$ cat src/rtl/axi4_ram_writer.sv
// axi4_ram_writer: fills a RAM region over AXI4 with BURST_COUNT 16-beat INCR
// bursts, writing either zeros or each word's own byte address.
// Build option: define AXI4_RAM_WRITER_ABORT_EN to end an operation early on
// the first non-OKAY write response; otherwise errors are only reported.
module axi4_ram_writer #(
    parameter logic [31:0] BASE_ADDR   = 32'h0000_0000,
    parameter int unsigned BURST_COUNT = 16
) (
    input  logic        clk,
    input  logic        resetn,
    input  logic        start_write,
    input  logic        clear,
    output logic        busy,
    output logic        done,
    output logic        error,
    output logic [31:0] M_AXI_AWADDR,
    output logic [7:0]  M_AXI_AWLEN,
    output logic [2:0]  M_AXI_AWSIZE,
    output logic [1:0]  M_AXI_AWBURST,
    output logic        M_AXI_AWVALID,
    input  logic        M_AXI_AWREADY,
    output logic [31:0] M_AXI_WDATA,
    output logic [3:0]  M_AXI_WSTRB,
    output logic        M_AXI_WLAST,
    output logic        M_AXI_WVALID,
    input  logic        M_AXI_WREADY,
    input  logic [1:0]  M_AXI_BRESP,
    input  logic        M_AXI_BVALID,
    output logic        M_AXI_BREADY
);

    typedef enum logic [1:0] {S_IDLE, S_AW, S_W, S_B} state_t;

    localparam logic [15:0] LAST_BURST = 16'(BURST_COUNT - 1);

    state_t      r_state;
    state_t      w_next_state;
    logic        r_clear;
    logic [15:0] r_burst;
    logic [3:0]  r_beat;
    logic [31:0] r_addr;
    logic        r_done;
    logic        r_error;

    logic        w_aw_hs;
    logic        w_w_hs;
    logic        w_b_hs;
    logic        w_bad_resp;
    logic        w_abort;
    logic        w_op_end;

    assign w_aw_hs    = M_AXI_AWVALID & M_AXI_AWREADY;
    assign w_w_hs     = M_AXI_WVALID & M_AXI_WREADY;
    assign w_b_hs     = M_AXI_BVALID & M_AXI_BREADY;
    assign w_bad_resp = (M_AXI_BRESP != 2'b00);

`ifdef AXI4_RAM_WRITER_ABORT_EN
    assign w_abort = w_bad_resp;
`else
    assign w_abort = 1'b0;
`endif

    // The operation ends after the last burst's response, or on an error when aborting.
    assign w_op_end = (r_burst == LAST_BURST) | w_abort;

    // State register
    always_ff @(posedge clk or negedge resetn) begin
        if (!resetn) begin
            r_state <= S_IDLE;
        end else begin
            r_state <= w_next_state;
        end
    end

    // Next-state and channel valid/ready decode
    always_comb begin
        w_next_state  = r_state;
        M_AXI_AWVALID = 1'b0;
        M_AXI_WVALID  = 1'b0;
        M_AXI_BREADY  = 1'b0;
        case (r_state)
            S_IDLE: begin
                if (start_write) w_next_state = S_AW;
            end
            S_AW: begin
                M_AXI_AWVALID = 1'b1;
                if (M_AXI_AWREADY) w_next_state = S_W;
            end
            S_W: begin
                M_AXI_WVALID = 1'b1;
                if (M_AXI_WREADY && r_beat == 4'hF) w_next_state = S_B;
            end
            S_B: begin
                M_AXI_BREADY = 1'b1;
                if (M_AXI_BVALID) w_next_state = w_op_end ? S_IDLE : S_AW;
            end
            default: w_next_state = S_IDLE;
        endcase
    end

    // Burst/beat counters, burst address, latched mode, done strobe and error flag
    always_ff @(posedge clk or negedge resetn) begin
        if (!resetn) begin
            r_clear <= 1'b0;
            r_burst <= '0;
            r_beat  <= '0;
            r_addr  <= '0;
            r_done  <= 1'b0;
            r_error <= 1'b0;
        end else begin
            r_done <= 1'b0;
            case (r_state)
                S_IDLE: begin
                    if (start_write) begin
                        r_clear <= clear;
                        r_burst <= '0;
                        r_beat  <= '0;
                        r_addr  <= BASE_ADDR;
                        r_error <= 1'b0;
                    end
                end
                S_W: begin
                    // 4-bit beat counter rolls back to 0 after beat 15 for the next burst
                    if (w_w_hs) r_beat <= r_beat + 4'd1;
                end
                S_B: begin
                    if (w_b_hs) begin
                        if (w_bad_resp) r_error <= 1'b1;
                        if (w_op_end) begin
                            r_done <= 1'b1;
                        end else begin
                            r_burst <= r_burst + 16'd1;
                            r_addr  <= r_addr + 32'd64;
                        end
                    end
                end
                default: ;
            endcase
        end
    end

    assign M_AXI_AWADDR  = r_addr;
    assign M_AXI_AWLEN   = 8'd15;
    assign M_AXI_AWSIZE  = 3'b010;
    assign M_AXI_AWBURST = 2'b01;
    assign M_AXI_WSTRB   = 4'hF;
    assign M_AXI_WDATA   = r_clear ? '0 : (r_addr + {26'd0, r_beat, 2'b00});
    assign M_AXI_WLAST   = (r_state == S_W) && (r_beat == 4'hF);
    assign busy          = (r_state != S_IDLE);
    assign done          = r_done;
    assign error         = r_error;

endmodule

$ cat config.mk
export PLATFORM = sky130hd
export DESIGN_NAME = axi4_ram_writer
export DESIGN_NICKNAME = d
export VERILOG_FILES = /design/src/rtl/axi4_ram_writer.sv
export SDC_FILE = /design/constraint.sdc
export NUM_CORES = 1
export LEC_CHECK = 0
export ABC_AREA = 1
export CAP_MARGIN = 25
export CORE_MARGIN = 1.5
export CORE_UTILIZATION = 50
export CTS_BUF_LIST = sky130_fd_sc_hd__clkbuf_8
export CTS_CLUSTER_DIAMETER = 40
export DETAILED_ROUTE_END_ITERATION = 6
export GPL_TIMING_DRIVEN = 0
export PLACE_DENSITY = 0.86
export SLEW_MARGIN = 0
export SYNTH_ARGS = -nofsm -noshare
export SYNTH_HDL_FRONTEND = slang
export SYNTH_SLANG_ARGS = --single-unit
$ cat constraint.sdc
create_clock -name clk -period 2.5 [get_ports clk]
set_clock_uncertainty 0.2 [all_clocks]
set_input_delay 0.25 -clock clk [delete_from_list [all_inputs] [get_ports clk]]
set_output_delay 0.25 -clock clk [all_outputs]
set_load 0.005 [all_outputs]
==> run_summary.xml <==
<?xml version="1.0" encoding="UTF-8"?>
<metrics>
  <group name="logic_synthesis">
    <metric name="flip_flop_and_latch_count_after_synthesis" unit="">51</metric>
    <metric name="synth_compound_gate_area_share" unit="%">7.00</metric>
    <metric name="synth.top_cells.by_area" unit="">dfrtp_1 (35%), nand2_1 (17%), nand3_1 (9.1%)</metric>
    <metric name="post-synth-top-area-fraction" unit="%">35.2</metric>
    <metric name="synthesis.area" unit="mm^2">0.00363</metric>
    <metric name="synth.distinct_cells" unit="">30</metric>
    <metric name="synth.yosys.warnings" unit="">0</metric>
    <metric name="main_combinational_cell_family_by_area_after_synthesis" unit="">simple AND/OR/NAND/NOR gates</metric>
    <metric name="syn-mean-instance-area" unit="um^2">6.54</metric>
    <metric name="synth.largest_area_cell" unit="">dfrtp_1</metric>
    <metric name="synthSimpleGateAreaFrac" unit="%">39.4</metric>
    <metric name="sequential_to_total_area_share_from_yosys_stat" unit="%">35.2</metric>
    <metric name="syn_inst" unit="">555</metric>
    <metric name="synth_mux_area_share" unit="%">0</metric>
    <metric name="yosys.area_share.adder" unit="%">2.76</metric>
    <metric name="synth_xor_xnor_area_share" unit="%">1.69</metric>
  </group>
  <group name="worst_setup_path">
    <metric name="cpMaxStageDelayCell" unit="">clkdlybuf4s50_1</metric>
    <metric name="worstPathCellList" unit="">inv_1 &gt; ha_2 &gt; inv_1 &gt; nor2_1 &gt; clkdlybuf4s50_1</metric>
    <metric name="start_kind" unit="">register</metric>
    <metric name="r2r_slack" unit="ps">250</metric>
    <metric name="timing.critical_path.required" unit="ps">2050</metric>
    <metric name="cp_max_fo" unit="">6</metric>
    <metric name="crit_top_cell" unit="">inv_1</metric>
    <metric name="critical-path-max-stage-delay" unit="ps">500</metric>
    <metric name="end_kind" unit="">output pin</metric>
    <metric name="cp_data_arrival_time" unit="ps">1900</metric>
    <metric name="critical_path_class" unit="">reg2out</metric>
  </group>
  <group name="final_layout">
    <metric name="syn2layout_area_growth" unit="%">29.8</metric>
    <metric name="nFillCells" unit="">595</metric>
    <metric name="finalNetCount" unit="">675</metric>
    <metric name="final_cell_count_no_fill" unit="">755</metric>
    <metric name="drive_above_1_share" unit="%">8.65</metric>
    <metric name="n_antenna_cell" unit="">0</metric>
  </group>
  <group name="job">
    <metric name="maxcap_violations" unit="">0</metric>
  </group>
  <group name="die">
    <metric name="dieWidth" unit="um">88.2</metric>
    <metric name="floorplan.io_pins" unit="">97</metric>
    <metric name="initial_utilization" unit="%">52.5</metric>
    <metric name="die_area" unit="mm^2">0.00778</metric>
    <metric name="core_area" unit="mm^2">0.00691</metric>
    <metric name="die_height" unit="um">88.2</metric>
    <metric name="std_cell_rows" unit="">30</metric>
  </group>
  <group name="pwr">
    <metric name="power.density_cell_area" unit="mW/mm^2">647</metric>
    <metric name="pwr-share-comb" unit="%">44.8</metric>
    <metric name="switching_share" unit="%">42.0</metric>
    <metric name="vdd_drop_max" unit="V">0.000617</metric>
    <metric name="cellInternalPower" unit="uW">1770</metric>
    <metric name="p_switching" unit="uW">1280</metric>
    <metric name="p_total" unit="uW">3050</metric>
    <metric name="leakage" unit="uW">0.00221</metric>
    <metric name="clockPowerShare" unit="%">23.0</metric>
    <metric name="sequentialPowerShare" unit="%">32.1</metric>
  </group>
  <group name="routing">
    <metric name="drtPass1Iterations" unit="">6</metric>
    <metric name="wl" unit="um">9890</metric>
    <metric name="via_per_inst" unit="">5.17</metric>
    <metric name="routed-via-count" unit="">3907</metric>
    <metric name="drtIter0Drc" unit="">315</metric>
    <metric name="wire_length_per_cell_after_detailed_routing" unit="um">13.1</metric>
    <metric name="remaining_drc_errors" unit="">0</metric>
    <metric name="antenna_left" unit="">0</metric>
  </group>
  <group name="global_route">
    <metric name="antenna_found_initial" unit="">0</metric>
    <metric name="global_route.usage.total" unit="%">26.5</metric>
    <metric name="grt.overflow.total" unit="">0</metric>
    <metric name="grt_start_max_net_pins" unit="">35</metric>
    <metric name="grt_first_pass_wirelength" unit="um">16200</metric>
    <metric name="grt_pass1_vias" unit="">3646</metric>
  </group>
  <group name="placed_design">
    <metric name="place.detailed.hpwl" unit="um">7440</metric>
    <metric name="numPlacedInstances" unit="">746</metric>
    <metric name="post-place-ws" unit="ps">296</metric>
    <metric name="portBuffers" unit="">71</metric>
    <metric name="place_congestion" unit="">0.936</metric>
  </group>
  <group name="sta">
    <metric name="period_minus_slack" unit="ps">2350</metric>
    <metric name="maxSlewViolCount" unit="">0</metric>
    <metric name="upper_clock_frequency_limit" unit="MHz">426</metric>
    <metric name="fin_ws" unit="ps">155</metric>
    <metric name="tightestPinTransition" unit="ps">599</metric>
    <metric name="finalSetupViolations" unit="">0</metric>
    <metric name="slew-limit-headroom" unit="%">60.0</metric>
    <metric name="finalHoldViolations" unit="">0</metric>
    <metric name="finalCritPeriodShare" unit="%">93.8</metric>
    <metric name="rsz0062_at_grt" unit="">no</metric>
  </group>
  <group name="clock_network">
    <metric name="clock_latency_late_sink" unit="ps">320</metric>
    <metric name="cts_sinks" unit="">51</metric>
    <metric name="cts-buffers-inserted" unit="">5</metric>
    <metric name="clock_tree_from_tritoncts" unit="">done</metric>
    <metric name="clk_pin_slew_worst_paths" unit="ps">100</metric>
    <metric name="cts_max_level" unit="">2</metric>
    <metric name="cts_max_path_buffers" unit="">2</metric>
    <metric name="root_buffer" unit="">clkbuf_8</metric>
    <metric name="postCtsSetupRepairBufs" unit="">0</metric>
  </group>
  <group name="hold_path">
    <metric name="holdCritPathClass" unit="">in2async</metric>
  </group>
  <group name="run_status">
    <metric name="outcome" unit="">finished, final reports clean</metric>
  </group>
</metrics>
power by group through the flow:
stage / sequential (uW) / combinational [uW] / clock, uW
finish: 979 / 1370 / 702
global route: 990 / 1490 / 743
CTS: 978 / 1350 / 701
detailed placement: 995 / 1340 / 0
global placement: 987 / 1300 / 0
floorplan: 975 / 841 / 0
final timing paths:
check / start / end / depth (start not counted)
worst max-delay path: r_state[0]$_DFFE_PN0P_ / M_AXI_WLAST / 5
worst min-delay path: resetn / r_burst[13]$_DFFE_PN0P_ / 2
worst max register to register: r_state[0]$_DFFE_PN0P_ / M_AXI_AWADDR[23]$_DFFE_PN0P_ / 10
worst min register to register: r_burst[1]$_DFFE_PN0P_ / r_burst[1]$_DFFE_PN0P_ / 2
max in group asynchronous: resetn / M_AXI_AWADDR[25]$_DFFE_PN0P_ / 3
min in group clk: clear / r_clear$_DFFE_PN0P_ / 3
registers in the layout (all words and copies together), names as in the netlist:
register / flops
M_AXI_AWADDR: 26
r_burst: 16
r_beat: 4
r_state: 2
done: 1
error: 1
r_clear: 1
Yosys cell counts:
master and n:
o21ai_2 1, nand3b_1 1, nor2_1 88, o21bai_1 5
a21oi_1 5, nand3_1 66, nand4_1 8, nor2_4 2
dfrtp_1 51, buf_6 2, ha_1 8, o31ai_1 2
nor3b_1 1, inv_1 59, xnor2_1 3, and2_1 1
o21ai_0 30, nand3_2 3, buf_1 1, xor2_1 4
inv_2 3, buf_2 6, nor2_2 2, conb_1 2
clkbuf_1 4, nand2_2 1, a21o_1 1, o21ai_1 2
nand2_1 167, buf_4 26
placed cells by master (no fill, tap or decap), drive strengths merged:
cell and instances:
nand2 168, nor2 92, clkdlybuf4s50 70, nand3 69, inv 62, dfrtp 51, buf 37, o21ai 33
conb 25, clkbuf 9, nand4 8, ha 8, a21oi 5, o21bai 5, xor2 4, xnor2 3
o31ai 2, bufinv 2, nor3b 1, nand3b 1, a21o 1, and2 1, clkinvlp 1, dlygate4sd3 1
worst max-delay path: cells and delay by family, from the launching register on:
kind / cells / cell delay (ps)
flip-flops: 1 / 430
adder cells (fa/ha/maj): 1 / 280
AND/OR/NAND/NOR: 1 / 110
buffers and inverters: 3 / 760
per-stage QoR:
step / utilization (%) / hold slack, ps / cell area, um^2 / setup TNS [ps]
after detailed placement: 66.0 / 17.0 / 4560 / 0
after global routing: 68.2 / 231 / 4710 / 0
after CTS: 68.2 / 211 / 4710 / 0
after floorplan: - / -246 / 3710 / 0
final: 68.2 / 191 / 4710 / 0
after global placement: 65.8 / 281 / 4550 / -29520
repair_timing:
action                     4_1_cts  5_1_grt
hold buffers                     1        0
gates resized for setup          0        1
hold endpoints to repair        17        0
setup endpoints to repair        0        1
area by class of cell:
cell class	count	area [um^2]	share of cell area, %
repair buffers	73	736	15.6
well taps	96	120	2.55
clock buffers	5	68.8	1.46
inverters	62	233	4.94
clock inverters	3	67.6	1.43
plain buffers	39	267	5.66
multi-input cells	426	1940	41.2
flip-flops and latches	51	1280	27.1
layer usage:
metal  up-vias  track usage (%)  share of wire (%)
li1       1894                -                  -
met1      1810             33.7                 42
met2       186             45.3                 49
met3        17             4.52                6.7
met4         0             9.23                1.9
met5         -                0                  0
kinds of logic after synthesis:
kind of cell	Yosys count
AND/OR/NAND/NOR	340
buffers and inverters	101
flip-flops	51
AO/OA/AOI/OAI	46
adder cells (fa/ha/maj)	8
XOR/XNOR	7
other	2
(Power assumes the default switching activity.)
